File: src/rtl/read_dec.sv
// read_dec: read-side pointer and empty-flag controller for a dual-clock FIFO.
// Everything here runs in the rclk domain. The write-domain Gray pointer is
// brought in through a two-flop synchronizer. The binary/Gray read pointer
// advances on accepted reads. Empty, almost-empty and the read-side occupancy
// are registered.
//
// Ports:
//   rclk          read clock, rising edge
//   rst           synchronous active-high reset
//   signal_read   read request
//   graycode_wptr write-domain Gray pointer (asynchronous to rclk)
//   read_address  memory read address (low bits of the binary read counter)
//   rd_en         memory read strobe: signal_read & ~empty & ~rst
//   graycode_rptr registered read Gray pointer, sent to the write domain
//   empty         registered, no readable entries
//   almost_empty  registered, occupancy <= AE_THRESH
//   rd_count      registered occupancy as seen by the read side
module read_dec #(
  parameter int          ADDRSIZE  = 4,
  parameter int unsigned AE_THRESH = 2
) (
  input  logic                rclk,
  input  logic                rst,
  input  logic                signal_read,
  input  logic [ADDRSIZE:0]   graycode_wptr,
  output logic [ADDRSIZE-1:0] read_address,
  output logic                rd_en,
  output logic [ADDRSIZE:0]   graycode_rptr,
  output logic                empty,
  output logic                almost_empty,
  output logic [ADDRSIZE:0]   rd_count
);

  // XOR prefix from the MSB down turns a Gray code back into binary.
  function automatic logic [ADDRSIZE:0] gray2bin(input logic [ADDRSIZE:0] g);
    logic [ADDRSIZE:0] b;
    b[ADDRSIZE] = g[ADDRSIZE];
    for (int i = ADDRSIZE - 1; i >= 0; i--) begin
      b[i] = b[i+1] ^ g[i];
    end
    return b;
  endfunction

  logic [ADDRSIZE:0] wq1;
  logic [ADDRSIZE:0] wq2;
  logic [ADDRSIZE:0] read_counter;

  logic              rd_inc;
  logic [ADDRSIZE:0] next_read;
  logic [ADDRSIZE:0] next_gray;
  logic [ADDRSIZE:0] wbin;
  logic [ADDRSIZE:0] next_count;
  logic              next_empty;
  logic              next_ae;

  // Next-state logic: the read accepted this cycle is folded into the flags
  // computed for the same edge, so empty never lags a read by a cycle.
  always_comb begin
    rd_inc     = signal_read & ~empty;
    next_read  = read_counter + {{ADDRSIZE{1'b0}}, rd_inc};
    next_gray  = next_read ^ (next_read >> 1);
    // Full-width compare: the MSB distinguishes empty from a full wrap.
    next_empty = (next_gray == wq2);
    wbin       = gray2bin(wq2);
    // Modular subtraction keeps the occupancy correct across pointer wrap.
    next_count = wbin - next_read;
    next_ae    = (32'(next_count) <= AE_THRESH);
  end

  assign rd_en        = rd_inc & ~rst;
  assign read_address = read_counter[ADDRSIZE-1:0];

  // Registered stage: synchronizer, read pointer and flags share one edge.
  always_ff @(posedge rclk) begin
    if (rst) begin
      wq1           <= '0;
      wq2           <= '0;
      read_counter  <= '0;
      graycode_rptr <= '0;
      empty         <= 1'b1;
      almost_empty  <= 1'b1;
      rd_count      <= '0;
    end else begin
      wq1           <= graycode_wptr;
      wq2           <= wq1;
      read_counter  <= next_read;
      graycode_rptr <= next_gray;
      empty         <= next_empty;
      almost_empty  <= next_ae;
      rd_count      <= next_count;
    end
  end

endmodule

File: config.mk
export PLATFORM = sky130hd
export DESIGN_NAME = read_dec
export DESIGN_NICKNAME = d
export VERILOG_FILES = /design/src/rtl/read_dec.sv
export SDC_FILE = /design/constraint.sdc
export NUM_CORES = 1
export LEC_CHECK = 0
export ABC_AREA = 1
export ABC_CLOCK_PERIOD_IN_PS = 3100
export BUFFER_PORTS_ARGS = -buffer_cell sky130_fd_sc_hd__buf_2
export CAP_MARGIN = 40
export CORE_ASPECT_RATIO = 1.4
export CORE_MARGIN = 1
export CORE_UTILIZATION = 50
export CTS_CLUSTER_SIZE = 40
export DETAILED_ROUTE_END_ITERATION = 10
export PLACE_DENSITY_LB_ADDON = 0.1
export SYNTH_ARGS = -nofsm -noshare
export SYNTH_HDL_FRONTEND = slang
export SYNTH_SLANG_ARGS = --single-unit
File: constraint.sdc
create_clock -name rclk -period 3.1 [get_ports rclk]
set_input_delay 0.31 -clock rclk [delete_from_list [all_inputs] [get_ports rclk]]
set_output_delay 0.31 -clock rclk [all_outputs]
set_load 0.02 [all_outputs]
* Word-level counts from Yosys, hierarchy flattened
Cells that the tools add are included.
** Storage, ports and cells
- Bits in registers :: 27
- Input port bits :: 8
- Output and inout port bits :: 17
- Word-level logic and storage cells :: 20
** Operators by class
- Add/subtract/negate cells :: 2
- Magnitude comparators :: 1
- Eq/ne operators :: 1
- Bitwise logic cells :: 9
** Operators with widths (number)
- $add A5 B1 Y5 :: 1
- $eq A5 B5 Y1 :: 1
- $le A5 B2 Y1 const B :: 1
- $sub A5 B5 Y5 :: 1
- $xor A5 B4 Y5 :: 1
- $xor A1 B1 Y1 :: 4
- $and A1 B1 Y1 :: 2
- $not A1 Y1 :: 2

* Depth between registers and ports, before layout
Gate-level depths: netlist of the first run.
- Depth in word-level cells :: 6
- Mapped depth :: 17
- Gate-level depth less buffers :: 17

* Worst setup path after synthesis of the first run
OpenSTA, ideal clock, no wires.
- Path kind :: register to register
- Start point :: register wq2[4]
- End point :: register almost_empty
- Library setup time :: 109 ps
- Data arrival time :: 2160 ps
- Required time :: 2991 ps
- Path slack :: 831 ps
- Cell stages (with the launch flop) :: 18
- Buffers on the path :: 0
- Period minus slack after synthesis :: 2269 ps
- Path through :: dfxtp_1 > inv_1 > nand2_1 > nand3_1 > nand2_1 > xor2_1 > xor2_1 > ha_1 > inv_1 > fa_1 > nand2_1 > inv_1 > nand3_1 > nand2_1 > nand2_1 > nand3_1 > nand2_1 > inv_1
** Between the ends
- Cells in the longest elaborated chain, start to end :: 6
** Ends and longest elaborated chain
- start, declared :: RTL line 45 : logic [ADDRSIZE:0] wq2;
- start signal, assigned :: RTL line 85 : wq2 <= wq1;
- $xor A1 B1 Y1 (4 in a row) :: RTL line 39 : b[i] = b[i+1] ^ g[i];
- $sub A5 B5 Y5 * :: RTL line 66 : next_count = wbin - next_read;
- $le A5 B2 Y1 * :: RTL line 67 : next_ae = (32'(next_count) <= AE_THRESH);
- end signal, assigned :: RTL line 89 : almost_empty <= next_ae;
- end, declared :: RTL line 30 : output logic almost_empty,
Mark *: on every way between the ends. The rest lies on a longest branch, timed or not.
A chain may end at the register's enable or synchronous reset.

* Worst setup path in the final report of the first run
Same ends and word-level chain as after synthesis.

==> out/qor.yml, run 1 <==
final_layout:
  stdcell_area_mm2: 0.00141
  syn_to_final_growth_pct: 13.2
  diodes: 0
  layout.nets: 221
  drive_gt1_share_pct: 19.1
  fillers: 240
  fin_cells: 227
worst_setup_path:
  cp-endpoint: "almost_empty$_SDFF_PP1_"
  cp-start-kind: "flip-flop"
  r2r-start: "wq2[4]$_SDFF_PP0_"
  rrSetupSlack_ns: 0.64
  reg2reg_to: "almost_empty$_SDFF_PP1_"
  critPathLaunch: "wq2[4]$_SDFF_PP0_"
  worst_setup_path_end_kind: "flip-flop"
  reg2regPathDepth: 17
  path_class: "reg2reg"
  cpPeakStageDelay_ns: 0.40
  crit_top_cell: "nand2_1"
  crit_path_max_fanout: 4
  cp_cell_sequence: "inv_1 > nand2_1 > nand3_1 > nand2_1 > xor2_1 > xor2_1 > ha_1 > inv_1 > fa_1 > nand2_1 > inv_1 > nand3_1 > nand2_1 > nand2_1 > nand3_1 > nand2_1 > inv_1"
  crit_required_ns: 3.34
  slowest_stage: "dfxtp_1"
  critPathArrivalTime_ns: 2.70
floorplanning:
  ioPinCount: 25
  num_rows: 21
  core-area_mm2: 0.00236
  start_util_pct: 52.5
  die_x_um: 44.1
  die_h_um: 61.0
  dieArea_mm2: 0.00269
logic_synthesis:
  synth_top_cell_by_area: "dfxtp_1"
  syn_inst: 179
  synth_top_area_share_pct: 41.9
  yosysWarningCount: 0
  syn-cell-area_mm2: 0.00124
  ys_types: 16
  ys_ff_latch: 26
  ys_seq_area_share_pct: 41.9
  syn-num-nets: 194
  synthTopCellsByArea: "dfxtp_1 42%, nand2_1 14%, inv_1 11%, nand3_1 7.3%, nor2_1 6.6%"
  synth_area_per_cell_um2: 6.94
routing:
  vias: 1094
  drc: 0
  routedWlPerCell_um: 9.37
  firstDrtPassIters: 6
  detail-route-antenna-nets: 0
  drt-initial-drc-count: 17
  drt-total-wl_um: 2130
  viasPerCell: 4.82
timing:
  layout_min_cycle_time_ns: 2.46
  setup_viol: 0
  finalHoldViolations: 0
  clock_skew_ns: 0.00235
  max-slew-margin-rel_pct: 73.6
  rsz0062_at_grt: "no"
  worstMarginPinSlew_ns: 0.397
  fin_crit_sh_pct: 79.3
  setup_ws_ns: 0.642
  final.setup.tns_ns: 0
  fmax_mhz: 407
  finalMaxSlewViolations: 0
global_route:
  grt_util_all_layers_pct: 17.1
  grt_pass1_wl_um: 3420
  grt-ovfl-total: 0
  grt_max_degree: 24
  grt_pass1_vias: 926
  grt_antenna_before_repair: 0
cts:
  clock_path_buffers: 2
  cts_sinks: 26
  cts_hold_buf: 0
  cts_buffers: 3
  post_cts_resize_count: 0
  cts.clk_slew.worst_paths_ns: 0.13
  h-tree-depth: 1
  post_cts_buffers: 0
  root_buffer: "clkbuf_4"
  clock_latency_ns: 0.32
  tritoncts: "built"
placed_design:
  dpl-instance-area_mm2: 0.00138
  pre_cts_ws_ns: 0.615
  io_buffers: 24
  dp_cells: 224
  gp_congestion: 0.854
  hpwlAfterDp_um: 1680
power:
  power_density_mw_per_mm2: 487
  irDropWorstVdd_uv: 299
  power_leakage_nw: 0.800
outcome:
  status: "finished, final reports clean"
job:
  cap_viol_max_count: 0
min_path:
  min_path_type: "in2reg"
worst max-delay path: cells and delay by family (launching register included):
kind | cells | cell delay [ns]
buf+inv | 4 | 0.21
simple gates | 9 | 0.69
flops | 1 | 0.40
xor+xnor | 2 | 0.51
fa+ha+maj | 2 | 0.56
where the power goes:
group	switching [mW]	internal, mW
clock	0.0968	0.0457
combinational	0.108	0.0625
sequential	0.0105	0.362
total	0.215	0.471
synthesized netlist by cell type, drive strengths merged:
master and instances:
nand2 54, inv 37, dfxtp 26, nor2 23
nand3 18, a21oi 7, ha 6, clkbuf 2
nor3 2, xor2 2, fa 1, nand4 1
how the worst min path moves through the flow:
stage,startpoint,to,slack (ns),cells past startpoint
2_1_floorplan,rst,rd_count[0]$_SDFF_PP0_,0.39,1
3_3_place_gp,wq1[1]$_SDFF_PP0_,wq2[1]$_SDFF_PP0_,0.39,2
3_5_place_dp,wq1[2]$_SDFF_PP0_,wq2[2]$_SDFF_PP0_,0.40,2
4_1_cts,graycode_wptr[0],wq1[0]$_SDFF_PP0_,0.17,3
5_1_grt,graycode_wptr[1],wq1[1]$_SDFF_PP0_,0.17,3
6_report,graycode_wptr[0],wq1[0]$_SDFF_PP0_,0.17,3
cells by family after synthesis:
kind of cell	Yosys count	synth area share, %
fa+ha+maj	7	7.65
flops	26	41.9
buf+inv	39	11.8
xor+xnor	2	1.41
compound gates	7	2.82
simple gates	98	34.4
placed cells by master, fill, tap and decap left out:
cell / count
nand2_1: 46
inv_1: 35
dfxtp_1: 26
buf_2: 24
nor2_1: 22
nand3_1: 18
nand2_2: 8
a21oi_1: 7
ha_1: 6
clkbuf_4: 3
xor2_1: 2
inv_2: 2
nand4_1: 1
nor3_1: 1
nor2_4: 1
nor3_2: 1
fa_1: 1
routing by layer:
| metal | global-route usage [%] | vias to the layer above | wire length, µm |
|---|---|---|---|
| li1 | - | 587 | - |
| met1 | 17.9 | 481 | 944 |
| met2 | 32.6 | 21 | 1080 |
| met3 | 1.79 | 5 | 56 |
| met4 | 9.52 | 0 | 48 |
| met5 | 0 | - | 0 |
sequential cells by signal, indices dropped and copies added, names as in the netlist:
signal and cells:
read_counter 4, empty 1, wq1 5, almost_empty 1, graycode_rptr 5, rd_count 5, wq2 5
layout make-up:
| cell class | instances | area [µm²] | share of cell area, % |
|---|---|---|---|
| Clock buffer | 3 | 22.5 | 1.60 |
| Inverter | 37 | 139 | 9.88 |
| Multi-Input combinational cell | 114 | 576 | 40.9 |
| Sequential cell | 26 | 520 | 37.0 |
| Tap cell | 23 | 28.8 | 2.05 |
| Timing Repair Buffer | 24 | 120 | 8.54 |
through the flow:
step                      total power, mW  util, %  hold slack, ns
after global placement              0.549     58.5           0.389
after floorplan                     0.506        -           0.388
final                               0.685     59.5           0.171
after CTS                           0.693     59.5           0.166
after global routing                0.729     59.5           0.168
after detailed placement            0.552     58.5           0.396
Note: power is estimated with default switching activity, not from simulation.
==> run 2: changes to the inputs <==
Settings changed: ABC_CLOCK_PERIOD_IN_PS 3100 to 2000, CORE_UTILIZATION 50 to 48.
Clock period 3.1 ns to 2 ns, I/O delays scaled along.
==> out/qor.yml, run 2 (same netlist as run 1, synthesis figures left out) <==
cts:
  tritoncts: "built"
  cts_sinks: 26
  cts_buffers: 3
  root_buffer: "clkbuf_4"
  cts.clk_slew.worst_paths_ns: 0.14
  h-tree-depth: 1
  clock_path_buffers: 2
  clock_latency_ns: 0.34
power:
  swShare_pct: 29.2
  power.total_mw: 1.27
  p_comb_share_pct: 26.3
  seqPwrFrac_pct: 45.3
  p_int_mw: 0.902
  irDropWorstVdd_uv: 509
  p_switching_mw: 0.371
  pwr-share-clk_pct: 28.4
  power_density_mw_per_mm2: 762
  power_leakage_nw: 0.922
timing:
  final.setup.tns_ns: -0.683
  rsz0062_at_grt: "yes"
  finalMaxSlewViolations: 0
  clock_skew_ns: 0.00847
  finalHoldViolations: 0
  setup_viol: 4
  worstMarginPinSlew_ns: 0.418
  fin_crit_sh_pct: 114
  setup_ws_ns: -0.284
  max-slew-margin-rel_pct: 72.1
  fmax_mhz: 438
  layout_min_cycle_time_ns: 2.28
min_path:
  holdPathEnd: "wq1[1]$_SDFF_PP0_"
  min-delay-start: "graycode_wptr[1]"
  holdPathStages: 3
  min_path_type: "in2reg"
routing:
  firstDrtPassIters: 4
  drc: 0
  vias: 1207
  detail-route-antenna-nets: 0
  routedWlPerCell_um: 10.3
  drt-total-wl_um: 2660
  drt-initial-drc-count: 41
  viasPerCell: 4.66
final_layout:
  multi_input_area_um2: 634
  fillers: 218
  stdcell_area_mm2: 0.00167
  seq_area_um2: 528
  layout_commonest_cell: "nand2_1"
  diodes: 0
  fin_cells: 259
  final_cell_mix: "42 x nand2_1, 31 x inv_1, 24 x dfxtp_1, 24 x buf_2, 21 x nor2_1"
  layout.nets: 241
  syn_to_final_growth_pct: 34.5
  drive_gt1_share_pct: 35.6
global_route:
  met2_usage_pct: 36.6
  grt_pass1_wl_um: 4220
  use_met3_pct: 1.74
  grt_antenna_before_repair: 0
  busiest_layer: "met2"
  grt_max_degree: 24
  grt-ovfl-total: 0
  grt_util_all_layers_pct: 20.4
  met1_usage_pct: 21.5
  grt_pass1_vias: 1100
floorplanning:
  num_rows: 21
  start_util_pct: 51.4
  core-area_mm2: 0.00242
  dieArea_mm2: 0.00280
  die_h_um: 62.2
  die_x_um: 45
  ioPinCount: 25
worst_setup_path:
  r2r-start: "wq2[3]$_SDFF_PP0_"
  rrSetupSlack_ns: -0.28
  critical_path.top_delay_family: "simple AND/OR/NAND/NOR gates"
  crit_path_max_fanout: 4
  reg2regPathDepth: 18
  cp-start-kind: "flip-flop"
  cpPeakStageDelay_ns: 0.39
  crit_required_ns: 2.30
  path_class: "reg2reg"
  critPathArrivalTime_ns: 2.59
  worst_setup_path_end_kind: "flip-flop"
  critPathBufInv: 6
  slowest_stage: "dfxtp_4"
  reg2reg_to: "almost_empty$_SDFF_PP1_"
  cp_cell_sequence: "inv_4 > nand2_4 > nand3_2 > nand2_2 > xor2_2 > buf_4 > buf_4 > buf_4 > ha_1 > a21oi_1 > nand3_1 > nand2_1 > nor2_2 > a21oi_1 > nand2_1 > inv_1 > nand2_1 > inv_1"
placed_design:
  io_buffers: 24
  dp_cells: 243
  gp_congestion: 0.836
  dpl-instance-area_mm2: 0.00148
  hpwlAfterDp_um: 1810
job:
  cap_viol_max_count: 0
outcome:
  status: "finished with violations"
  violations: "negative setup slack"
## run 2: what timing repair did
item,in CTS,in global routing
setup buffers,9,3
setup endpoints to repair,4,5
hold buffers,0,0
gates resized for setup,15,4
pin swaps,11,9
## run 2: worst max-delay path by stage
stage                                 start                 endpoint  depth (start not counted)
final                     wq2[3]$_SDFF_PP0_  almost_empty$_SDFF_PP1_                         18
after global routing      wq2[3]$_SDFF_PP0_  almost_empty$_SDFF_PP1_                         18
after CTS                 wq2[4]$_SDFF_PP0_  almost_empty$_SDFF_PP1_                         17
after detailed placement  wq2[3]$_SDFF_PP0_  almost_empty$_SDFF_PP1_                         17
after global placement    wq2[3]$_SDFF_PP0_  almost_empty$_SDFF_PP1_                         17
after floorplan           wq2[4]$_SDFF_PP0_  almost_empty$_SDFF_PP1_                         17
## run 2: power by group through the flow
stage               combinational (mW)  clock, mW  sequential [mW]
detailed placement               0.289          0            0.589
global placement                 0.284          0            0.588
global route                     0.371      0.384            0.581
CTS                              0.306      0.365            0.578
floorplan                        0.155          0            0.634
finish                           0.334      0.361            0.577
## run 2: cell type report
class                   count  area share (%)
clock buffers               3            1.35
repair buffers             44            16.2
inverters                  37            8.61
multi-input cells         114            37.9
flip-flops and latches     26            31.6
clock inverters             1            1.80
well taps                  34            2.54
## run 2: worst min-delay path, stage by stage
cell and delay [ns]:
buf_2 0.09, inv_1 0.04, nor2_1 0.03
## run 2: layer usage
metal  up-vias  part of all wire (%)
met5         -                     0
met4         0                   2.3
met3         5                   2.6
met2        22                    53
met1       554                    42
li1        626                     -
## run 2: per-stage QoR
stage / setup slack [ns] / hold slack [ns] / utilization, %
floorplan: -0.105 / 0.278 / -
global placement: -0.0994 / 0.383 / 61.1
detailed placement: -0.188 / 0.391 / 61.1
CTS: -0.185 / 0.0468 / 67.8
global route: -0.419 / 0.0338 / 69.2
finish: -0.284 / 0.0416 / 69.2
==> run 3: changes to the inputs <==
Settings changed: SETUP_SLACK_MARGIN set to 0.4.
==> out/qor.yml, run 3 (same netlist as run 1, synthesis figures left out) <==
routing:
  drt-initial-drc-count: 28
  viasPerCell: 4.64
  drt-total-wl_um: 2790
  detail-route-antenna-nets: 0
  vias: 1196
  firstDrtPassIters: 4
  routedWlPerCell_um: 10.8
  drc: 0
timing:
  finalMaxSlewViolations: 0
  fin_crit_sh_pct: 111
  clock_skew_ns: 0.00561
  finalHoldViolations: 0
  final.setup.tns_ns: -0.663
  rsz0062_at_grt: "yes"
  max-slew-margin-rel_pct: 73.5
  setup_ws_ns: -0.226
  worstMarginPinSlew_ns: 0.398
  setup_viol: 5
  fmax_mhz: 449
  layout_min_cycle_time_ns: 2.23
final_layout:
  syn_to_final_growth_pct: 43.8
  drive_gt1_share_pct: 43.3
  layout.nets: 240
  final_cell_mix: "37 x nand2_1, 29 x inv_1, 24 x buf_2"
  fillers: 198
  layout_commonest_cell: "nand2_1"
  stdcell_area_mm2: 0.00179
  diodes: 0
worst_setup_path:
  worst_setup_path_end_kind: "flip-flop"
  slowest_stage: "dfxtp_4"
  crit_path_max_fanout: 4
  crit_required_ns: 2.25
  cp_cell_sequence: "inv_4 > nand2_4 > nand3_2 > nand2_2 > xor2_2 > xor2_1 > ha_2 > inv_2 > fa_2 > nand2_1 > inv_1 > nand3_2 > nand2_1 > nand2_1 > nand3_2 > nand2_1 > inv_1"
  crit_top_cell: "nand2_1"
  cpPeakStageDelay_ns: 0.41
  cp-start-kind: "flip-flop"
  critPathArrivalTime_ns: 2.48
  path_class: "reg2reg"
cts:
  tritoncts: "built"
  h-tree-depth: 1
  clock_latency_ns: 0.33
  cts.clk_slew.worst_paths_ns: 0.14
  clock_path_buffers: 2
  root_buffer: "clkbuf_4"
  cts_sinks: 26
  cts_buffers: 3
outcome:
  violations: "negative setup slack"
  status: "finished with violations"
placed_design:
  gp_congestion: 0.814
  hpwlAfterDp_um: 1940
  io_buffers: 24
  dpl-instance-area_mm2: 0.00152
global_route:
  grt-ovfl-total: 0
  grt_util_all_layers_pct: 20.8
  grt_pass1_wl_um: 4280
  grt_pass1_vias: 1087
  grt_max_degree: 24
  grt_antenna_before_repair: 0
floorplanning:
  start_util_pct: 51.4
  die_x_um: 45
  core-area_mm2: 0.00242
  ioPinCount: 25
  dieArea_mm2: 0.00280
  num_rows: 21
  die_h_um: 62.2
power:
  power_leakage_nw: 0.920
  irDropWorstVdd_uv: 566
  power.total_mw: 1.25
  power_density_mw_per_mm2: 699
min_path:
  min_path_type: "in2reg"
job:
  cap_viol_max_count: 0
[run 3: cell count changes in the layout (fill, tap and decap cells not counted), moves of 3 or more]
| cell | before | now |
|---|---|---|
| buf_4 | 20 | 17 |
| ha_1 | 5 | 0 |
| ha_4 | 0 | 5 |
| nand2_1 | 42 | 37 |
| nand2_4 | 1 | 4 |
[run 3: timing repair]
item / 4_1_cts / 5_1_grt
setup buffers: 5 / 5
hold buffers: 0 / 0
resized for setup: 22 / 15
pin swaps: 10 / 9
setup endpoints to repair: 6 / 7
[run 3: per-stage QoR]
step	hold WS (ns)	std cells	utilization (%)	worst slack, ns
2_1_floorplan	0.278	179	-	-0.0859
3_5_place_dp	0.388	244	62.8	-0.189
3_3_place_gp	0.381	244	62.8	-0.0998
4_1_cts	0.0424	253	70.1	-0.181
5_1_grt	0.0453	258	73.9	-0.415
6_report	0.0491	258	73.9	-0.226
[run 3: layer usage]
metal / track usage (%) / wire [µm]
met2: 38.4 / 1490
met1: 21.0 / 1160
met4: 11.7 / 88
met3: 1.74 / 59
met5: 0 / 0
[run 3: worst paths after layout]
check                                       start                      end  slack, ns  cells past startpoint
worst max-delay path            wq2[3]$_SDFF_PP0_  almost_empty$_SDFF_PP1_      -0.23                     17
worst min-delay path             graycode_wptr[3]        wq1[3]$_SDFF_PP0_       0.05                      3
worst max register to register  wq2[3]$_SDFF_PP0_  almost_empty$_SDFF_PP1_      -0.23                     17
worst min register to register  wq1[1]$_SDFF_PP0_        wq2[1]$_SDFF_PP0_       0.41                      2
[run 3: where the power goes]
part | internal [mW] | total, mW | switching (mW)
sequential | 0.562 | 0.584 | 0.0223
clock | 0.112 | 0.273 | 0.161
combinational | 0.175 | 0.392 | 0.217
[run 3: critical path, delay by kind of cell, from the launching register on]
family	cells	cell delay, ns
AND/OR/NAND/NOR	9	0.66
adder cells (fa/ha/maj)	2	0.55
flip-flops	1	0.41
XOR/XNOR	2	0.36
buffers and inverters	4	0.17
[run 3: layout make-up]
class | instances | area, µm² | share of cell area (%)
clock buffer | 4 | 36.3 | 2.03
inverter | 37 | 146 | 8.19
multi-input combinational | 114 | 761 | 42.6
sequential | 26 | 531 | 29.7
tap | 34 | 42.5 | 2.38
timing repair buffer | 43 | 270 | 15.1
